==> src/rtl/attractor_detector.sv <==
// Attractor detector: shift history of the last DEPTH states; locks on a fixed point or a limit cycle of period <= DEPTH.
// Outputs are registered and update one cycle after the accepted sample; optional timeout via ATTRACTOR_TIMEOUT_EN.
module attractor_detector #(
    parameter int WIDTH     = 8,
    parameter int DEPTH     = 8,
    parameter int CNT_W     = 16,
    parameter int MAX_STEPS = 1000
) (
    input  logic                       clk,
    input  logic                       rst,
    input  logic                       restart,
    input  logic                       in_valid,
    input  logic [WIDTH-1:0]           x,
    output logic                       found,
    output logic [$clog2(DEPTH+1)-1:0] period,
    output logic [CNT_W-1:0]           steps,
    output logic                       timeout,
    output logic                       busy
);
    localparam int PW = $clog2(DEPTH+1);

    localparam logic [1:0] ST_IDLE    = 2'd0;
    localparam logic [1:0] ST_SEARCH  = 2'd1;
    localparam logic [1:0] ST_LOCKED  = 2'd2;
    localparam logic [1:0] ST_TIMEOUT = 2'd3;

    logic [1:0]       state_q, state_d;
    logic [WIDTH-1:0] hist_q [DEPTH];
    logic [WIDTH-1:0] hist_d [DEPTH];
    logic [DEPTH-1:0] hv_q, hv_d, hv_eff;
    logic [CNT_W-1:0] n_q, n_d, n_cur;
    logic [PW-1:0]    cand_q, cand_d, run_q, run_d, period_q, period_d, k;
    logic             found_q, found_d;
    logic [CNT_W-1:0] steps_q, steps_d;
    logic             timeout_q, timeout_d;
    logic [WIDTH-1:0] lock_ref;
    logic             accept;

    always_comb begin
        accept = in_valid && (restart || state_q != ST_TIMEOUT);
        hv_eff = restart ? '0 : hv_q;
        n_cur  = restart ? '0 : n_q;

        // Descending scan so the smallest matching distance wins.
        k = '0;
        for (int i = DEPTH - 1; i >= 0; i--) begin
            if (hv_eff[i] && hist_q[i] == x) k = PW'(i + 1);
        end

        lock_ref = hist_q[0];
        for (int i = 0; i < DEPTH; i++) begin
            if (period_q == PW'(i + 1)) lock_ref = hist_q[i];
        end

        state_d   = state_q;
        hist_d    = hist_q;
        hv_d      = hv_q;
        n_d       = n_q;
        cand_d    = cand_q;
        run_d     = run_q;
        found_d   = found_q;
        period_d  = period_q;
        steps_d   = steps_q;
        timeout_d = timeout_q;

        if (restart) begin
            state_d   = ST_SEARCH;
            hv_d      = '0;
            n_d       = '0;
            cand_d    = '0;
            run_d     = '0;
            found_d   = 1'b0;
            period_d  = '0;
            steps_d   = '0;
            timeout_d = 1'b0;
        end

        if (accept) begin
            hist_d[0] = x;
            hv_d[0]   = 1'b1;
            for (int i = 1; i < DEPTH; i++) begin
                hist_d[i] = hist_q[i-1];
                hv_d[i]   = hv_eff[i-1];
            end
            n_d = (n_cur == '1) ? n_cur : n_cur + 1'b1;

            if (!restart && state_q == ST_LOCKED) begin
                if (x != lock_ref) begin
                    state_d  = ST_SEARCH;
                    found_d  = 1'b0;
                    period_d = '0;
                    cand_d   = '0;
                    run_d    = '0;
                end
            end else begin
                state_d = ST_SEARCH;
                if (k == '0) begin
                    cand_d = '0;
                    run_d  = '0;
                end else if (k == cand_q && !restart) begin
                    run_d = run_q + 1'b1;
                end else begin
                    cand_d = k;
                    run_d  = PW'(1);
                end

                if (k != '0 && run_d == cand_d) begin
                    state_d  = ST_LOCKED;
                    found_d  = 1'b1;
                    period_d = cand_d;
                    steps_d  = n_cur;
                end
`ifdef ATTRACTOR_TIMEOUT_EN
                else if (n_cur == CNT_W'(MAX_STEPS - 1)) begin
                    state_d   = ST_TIMEOUT;
                    timeout_d = 1'b1;
                end
`endif
            end
        end
    end

    always_ff @(posedge clk) begin
        if (rst) begin
            state_q   <= ST_IDLE;
            hv_q      <= '0;
            n_q       <= '0;
            cand_q    <= '0;
            run_q     <= '0;
            found_q   <= 1'b0;
            period_q  <= '0;
            steps_q   <= '0;
            timeout_q <= 1'b0;
        end else begin
            state_q   <= state_d;
            hv_q      <= hv_d;
            n_q       <= n_d;
            cand_q    <= cand_d;
            run_q     <= run_d;
            found_q   <= found_d;
            period_q  <= period_d;
            steps_q   <= steps_d;
            timeout_q <= timeout_d;
        end
    end

    // History data needs no reset: entries are ignored until their valid bit is set.
    always_ff @(posedge clk) begin
        hist_q <= hist_d;
    end

    assign found  = found_q;
    assign period = period_q;
    assign steps  = steps_q;
    assign busy   = (state_q == ST_SEARCH) || (state_q == ST_LOCKED);

`ifdef ATTRACTOR_TIMEOUT_EN
    assign timeout = timeout_q;
`else
    logic             unused_timeout_q;
    logic [CNT_W-1:0] unused_max_steps;
    assign unused_timeout_q = timeout_q;
    assign unused_max_steps = CNT_W'(MAX_STEPS);
    assign timeout          = 1'b0;
`endif
endmodule

==> config.mk <==
export PLATFORM = sky130hd
export DESIGN_NAME = attractor_detector
export DESIGN_NICKNAME = d
export VERILOG_FILES = /design/src/rtl/attractor_detector.sv
export SDC_FILE = /design/constraint.sdc
export NUM_CORES = 1
export LEC_CHECK = 0
export CAP_MARGIN = 20
export CORE_MARGIN = 2
export CORE_UTILIZATION = 45
export DETAILED_ROUTE_END_ITERATION = 7
export PLACE_DENSITY = 0.67
export SETUP_SLACK_MARGIN = 0.02
export SLEW_MARGIN = 20
export SYNTH_ARGS = -nofsm -noshare
export SYNTH_HDL_FRONTEND = slang
export SYNTH_SLANG_ARGS = --single-unit
==> constraint.sdc <==
create_clock -name clk -period 4.6 [get_ports clk]
set_input_delay 0.92 -clock clk [delete_from_list [all_inputs] [get_ports clk]]
set_output_delay 0.92 -clock clk [all_outputs]
set_load 0.005 [all_outputs]
==> results of run 1 <==
## routing by layer
layer | wire (µm) | vias up
met3 | 1004 | 33
met5 | 0 | -
met2 | 7611 | 212
met1 | 7680 | 2515
li1 | - | 2447
met4 | 468 | 0
## flip-flops by register name, indices dropped and copies added (netlist names)
signal   cells
steps       16
state_q      2
run_q        4
cand_q       4
n_q         16
found        1
period       4
hv_q         8
hist_q      64
## path summary, 6_finish.rpt
kind | from | end | cells after the start
min | hv_q[0] | hv_q[1] | 2
min reg2reg | hv_q[0] | hv_q[1] | 2
max | x[6] | steps[11] | 13
max reg2reg | period[2] | period[1] | 12
## Yosys cell counts, drive strengths merged (15+ instances only)
library cell | instances | area (µm²)
nor2b | 21 | 138.9
a21oi | 41 | 209.0
mux2i | 15 | 150.1
nand3 | 23 | 115.1
nor2 | 50 | 190.2
edfxtp | 64 | 1922
nand2 | 58 | 220.2
xor2 | 37 | 324.1
xnor2 | 54 | 473.0
buf | 15 | 107.6
o21ai | 18 | 90.09
dfxtp | 55 | 1101
clkbuf | 22 | 82.58
## final cells by class
| cell class | instances | area [µm²] |
|---|---|---|
| Clock buffer | 20 | 456.7 |
| Clock inverter | 12 | 121.4 |
| Fill cell | 1206 | 6152 |
| Inverter | 13 | 48.80 |
| Multi-Input combinational cell | 474 | 3131 |
| Sequential cell | 119 | 3023 |
| Tap cell | 180 | 225.2 |
| Timing Repair Buffer | 77 | 723.2 |
## metrics by stage
stage	instance area, µm²	utilization [%]
2_1_floorplan	6392	-
3_3_place_gp	7151	51.51
3_5_place_dp	7151	51.51
4_1_cts	7729	55.68
5_1_grt	7729	55.68
6_report	7729	55.68
## report_power, final
part | switching [W] | internal (W) | leakage, nW
Clock | 0.000481 | 0.000823 | 0.293
Sequential | 0.0000350 | 0.00116 | 1.07
Combinational | 0.000100 | 0.0000763 | 1.41
Total | 0.000616 | 0.00206 | 2.77
## worst max-delay path: cells and delay by family
family          cells  cell delay (ps)
simple gates        7             1890
xor+xnor            1              170
compound gates      3             1020
buf+inv             2              630
## kinds of logic (layout without fill, tap and decap cells)
group	Yosys count	after routing	share of synthesized area, %
AOI/OAI and AO/OA	127	127	13.31
muxes	20	20	3.229
DFF	119	119	47.29
and+or+nand+nor	231	231	19.12
xor gates and xnor gates	91	91	12.47
adders and majority gates	4	4	0.7830
buffers and inverters	50	122	3.739
other	1	1	0.05866
==> metrics.md, run 1 <==
| Metric | Value |
|---|---|
| All-Layer GR Usage | `23.16%` |
| CTS sink count | `approximately 120` |
| Hold Buf Count CTS | `0` |
| PnR worst setup slack | `338.4 ps` |
| Synth async-reset ratio | `0%` |
| GR Util met3 | `between 4 and 5%` |
| Post-CTS repair timing setup buffer count | `0` |
| Startpoint types | `primary input` |
| Hold/Removal Path Class | `reg -> reg` |
| Peak VDD IR | `between 0.2 and 0.3 mV` |
| Ports | `35` |
| Status | `completed` |
| Final wirelength | `around 17,000 µm` |
| Antenna-violating nets left | `0` |
| Most frequent cells in the layout | `edfxtp_1 (64), nand2_1 (57), dfxtp_1 (55)` |
| Sequential fraction of the synthesis area | `47.29%` |
| Initial antenna violation count | `0` |
| Critical Path Max Stage Delay | `500 ps` |
| Final Cycle Share | `slightly above 90%` |
| Maxcap violations | `0` |
| Register bit total from synthesis | `119` |
| Vias in the first global route | `4,954` |
| Met2 usage | `34.86%` |
| Final hold viol count | `0` |
| Worst path arrival time | `4620 ps` |
| Post-CTS Resized | `0` |
| Root Buffer Master | `clkbuf_16` |
| Dpl cells | `between 800 and 900` |
| Initial core utilization | `between 40 and 50%` |
| Critical path, cell by cell | `clkdlybuf4s50_1, buf_12, xor2_1, nor4_1, nand3_1, a211oi_1, and3_1, nor4_2, or2_4, o41ai_2, nand4_4, nor2_2, a22o_1` |
| Core area | `13,880 µm²` |
| Pleak | `2.771 nW` |
| Syn Inst Count | `around 640` |
| Power per standard cell area | `around 350 nW/µm²` |
| Most common cell after layout, fill and taps aside | `edfxtp_1` |
| GPL Wtd Cong | `0.9738` |
| Share of cells above drive strength 1 | `13.43%` |
| Htree depth | `4` |
| Synth unique cells | `68` |
| Skew final | `8.070 ps` |
| Largest net degree at the start of global routing | `75` |
| Number of flops mapped to enable cells by yosys | `64` |
| Warnings from Yosys | `0` |
| Crit path max fanout | `12` |
| Worst-Margin Slew | `925.3 ps` |
| Primary FF master, synth | `edfxtp_1` |
| Worst rel slew slack | `between 30% and 40%` |
| DRT iter0 DRCs | `approximately 520` |
| Die W | `123.2 µm` |
| Clk_lat worst skew | `420 ps` |
| Clk buf depth | `2` |
| Min cycle time layout | `between 4000 and 5000 ps` |
| Via count | `approximately 5.2k` |
| DRC errors left | `0` |
| Hpwl dp | `around 12,000 µm` |
| Syn avg cell area | `between 9 and 10 µm²` |
| Worst slack at placement | `-58.18 ps` |
| Slew Viols, Final | `0` |
| Fin cells | `between 800 and 900` |
| Total gr overflow | `0` |
| Port Buf Inserts | `33` |
| Standard-cell rows | `between 40 and 50` |
| CTS Buf Count | `17` |
| Reg2Reg Setup Slack | `around 950 ps` |
| First-pass GRT wire length | `roughly 26,000 µm` |
| Synth-to-layout area growth | `20.90%` |
| CTS tree | `done` |
| Total Power | `approximately 0.0027 W` |
| Met1 usage | `32.41%` |
| Setup_tns | `0 ps` |
| Hold_ws | `460.4 ps` |
| Antenna diodes | `0` |
| Setup CP Type | `in -> reg` |
| Worst Setup End Kind | `flip-flop` |
| Max Fclk | `0.2347 GHz` |
| Initial DRT Pass Iterations | `6` |
| Routed length per placed instance | `approximately 19 µm` |
| WP data required | `4960 ps` |
| Number of vias per cell | `between 5 and 6` |
| Nets | `roughly 720` |
| Global route hottest layer | `met2` |
| RSZ-0062 raised after global routing | `false` |
| Synth Cell Area | `6392 µm²` |
| Clk slew on worst S/H paths | `60 ps` |
| Final setup fails | `0` |
| Slowest cell on the critical path | `nor4_1` |
| Die area | `15,170 µm²` |
| Post-synthesis net count | `roughly 660` |
| Die Y | `around 120 µm` |
(Power assumes the default switching activity.)
==> run 2: changes to the inputs <==
- DONT_BUFFER_PORTS: unset -> 1
- PLACE_DENSITY: 0.67 -> 0.64
==> run 2 against run 1 <==
Against the previous run: clock power rose by 3%; clock-buffer cell count rose by 3; worst hold slack got worse by 3.9 ps; cell count fell by 7.0%; via count fell by 6.5%.
==> metrics.md, run 2 (same netlist as run 1, synthesis figures left out) <==
| Metric | Value |
|---|---|
| Final Cycle Share | `87.73% (was 92.64%)` |
| Clk slew on worst S/H paths | `50 ps (was 60 ps)` |
| Hold Buf Count CTS | `0 (unchanged)` |
| Most common cell after layout, fill and taps aside | `edfxtp_1 (unchanged)` |
| CTS tree | `done (unchanged)` |
| Hold EP | `hv_q[1] (unchanged)` |
| Root Buffer Master | `clkbuf_16 (unchanged)` |
| Die Y | `123.2 µm (unchanged)` |
| Pleak | `2.490 nW (was 2.771 nW)` |
| Die W | `123.2 µm (unchanged)` |
| WHS Path Cells | `2 (unchanged)` |
| Standard-cell rows | `43 (unchanged)` |
| Design area | `7141 µm² (was 7729 µm²)` |
| Worst rel slew slack | `35.83% (was 38.31%)` |
| Htree depth | `4 (unchanged)` |
| Clk_lat worst skew | `420 ps (about the same)` |
| Reg2Reg Setup Slack | `560 ps (was 950 ps)` |
| Most frequent cells in the layout | `edfxtp_1 (64), nand2_1 (57), dfxtp_1 (55) (unchanged)` |
| Fin cells | `832 (was 895)` |
| Max Fclk | `0.2478 GHz (was 0.2347 GHz)` |
| Slew Viols, Final | `0 (unchanged)` |
| Worst path arrival time | `4390 ps (was 4620 ps)` |
| Synth-to-layout area growth | `11.70% (was 20.90%)` |
| Antenna-violating nets left | `0 (unchanged)` |
| Initial DRT Pass Iterations | `5 (was 6)` |
| Share of cells above drive strength 1 | `10.12% (was 13.43%)` |
| Skew final | `6.929 ps (was 8.070 ps)` |
| Final core occ | `51.44% (was 55.68%)` |
| GPL Wtd Cong | `0.9882 (was 0.9738)` |
| Setup_tns | `0 ps (unchanged)` |
| Hold_ws | `456.6 ps (was 460.4 ps)` |
| Largest net degree at the start of global routing | `72 (was 75)` |
| Crit path max fanout | `21 (was 12)` |
| Final setup fails | `0 (unchanged)` |
| Core area | `13,880 µm² (unchanged)` |
| Total gr overflow | `0 (unchanged)` |
| Startpoint types | `flip-flop (was primary input)` |
| Max reg flops | `64 (unchanged)` |
| Min cycle time layout | `4036 ps (was 4262 ps)` |
| Final hold viol count | `0 (unchanged)` |
| HP Start | `hv_q[0] (unchanged)` |
| Initial antenna violation count | `0 (unchanged)` |
| Maxcap violations | `0 (unchanged)` |
| Hpwl dp | `11,390 µm (was 11,960 µm)` |
| Dpl cells | `800 (was 863)` |
| Nets | `655 (was 718)` |
| Status | `completed (unchanged)` |
| Antenna diodes | `0 (unchanged)` |
| WP data required | `4960 ps (about the same)` |
| Vias in the first global route | `4,684 (was 4,954)` |
| Die area | `15,170 µm² (unchanged)` |
| Port Buf Inserts | `0 (was 33)` |
| Hold/Removal Path Class | `reg -> reg (unchanged)` |
| Setup CP Type | `reg -> reg (was in -> reg)` |
| DRC errors left | `0 (unchanged)` |
| Worst Setup End Kind | `flip-flop (unchanged)` |
| Routed length per placed instance | `19.46 µm (was 18.73 µm)` |
| DRT iter0 DRCs | `483 (was 523)` |
| Number of vias per cell | `5.851 (was 5.818)` |
| Biggest register | `hist_q (unchanged)` |
| Placed inst area | `6533 µm² (was 7151 µm²)` |
| Clk buf depth | `2 (unchanged)` |
| RSZ-0062 raised after global routing | `false (unchanged)` |
| Peak VDD IR | `0.3278 mV (was 0.2752 mV)` |
| Power per standard cell area | `373.0 nW/µm² (was 346.3 nW/µm²)` |
| CTS Buf Count | `17 (unchanged)` |
| Worst-Margin Slew | `961.2 ps (was 925.3 ps)` |
| First-pass GRT wire length | `25,390 µm (was 26,460 µm)` |
| Via count | `4,868 (was 5,207)` |
| All-Layer GR Usage | `22.39% (was 23.16%)` |
| Post-CTS Resized | `0 (unchanged)` |
| Ports | `35 (unchanged)` |
| Initial core utilization | `46.05% (unchanged)` |
| Reg2reg start | `period[2] (unchanged)` |
| Final wirelength | `16,190 µm (was 16,760 µm)` |
| Post-CTS repair timing setup buffer count | `0 (unchanged)` |
| Reg2Reg Depth | `12 (unchanged)` |
| CTS sink count | `119 (unchanged)` |
| Fillers | `1,252 (was 1,206)` |
| Worst R2R End | `period[3] (was period[1])` |
run 2: changes by cell type in the layout (fill, tap and decap cells not counted):
cell             change
buf_4               -25
clkinv_1             -1
buf_12               -5
clkinv_4             +2
clkbuf_1             +1
bufinv_16            -1
clkdlybuf4s50_1     -33
clkbuf_8             -1
inv_4                -3
clkbuf_16            +3
run 2: through the flow:
step / total power, W / worst slack (ps)
after floorplan: 0.001323 / 724.7
after global placement: 0.001341 / 435.0
after detailed placement: 0.001343 / 322.8
after CTS: 0.002673 / 640.5
after global routing: 0.002737 / 237.8
final: 0.002664 / 564.5
run 2: cell type report:
| class | count | area, µm² | area share, % |
|---|---|---|---|
| clock inverter | 9 | 86.33 | 1.209 |
| sequential | 119 | 3023 | 42.33 |
| clock buffer | 23 | 521.8 | 7.307 |
| multi-input combinational | 474 | 3131 | 43.84 |
| inverter | 13 | 48.80 | 0.6834 |
| tap | 180 | 225.2 | 3.154 |
| timing repair buffer | 14 | 105.1 | 1.472 |
run 2: power by group:
part           total [W]  leakage (nW)  switching (W)  internal [W]
Combinational   0.000130          1.12      0.0000744     0.0000553
Sequential       0.00119          1.07      0.0000336       0.00116
Clock            0.00134         0.303       0.000484      0.000855
Total            0.00266          2.49       0.000592       0.00207
run 2: worst max path at each step:
stage,from,to,slack [ps],depth (start not counted)
after floorplan,x[4],steps[11],720,13
after global placement,x[2],steps[11],440,11
after detailed placement,x[7],steps[8],320,11
after CTS,period[2],period[3],640,12
after global routing,period[2],period[2],240,12
final,period[2],period[3],560,12
run 2: routing by layer:
layer	up-vias	wire, µm	track usage [%]	share of wire [%]
li1	2314	-	-	-
met1	2324	7338	30.97	45
met2	204	7332	33.31	45
met3	26	1181	6.319	7.3
met4	0	335	8.452	2.1
met5	-	0	0	0
run 2: critical path, stage by stage, from the launching register on:
cell and delay (ps):
dfxtp_1 940, nor2b_1 460, nand2_1 220, o22a_1 280, o211ai_1 90, o211ai_1 150
xnor2_1 160, nor4_1 590, nand2_1 180, o22ai_1 290, buf_4 250, a22o_1 160
o221a_1 180
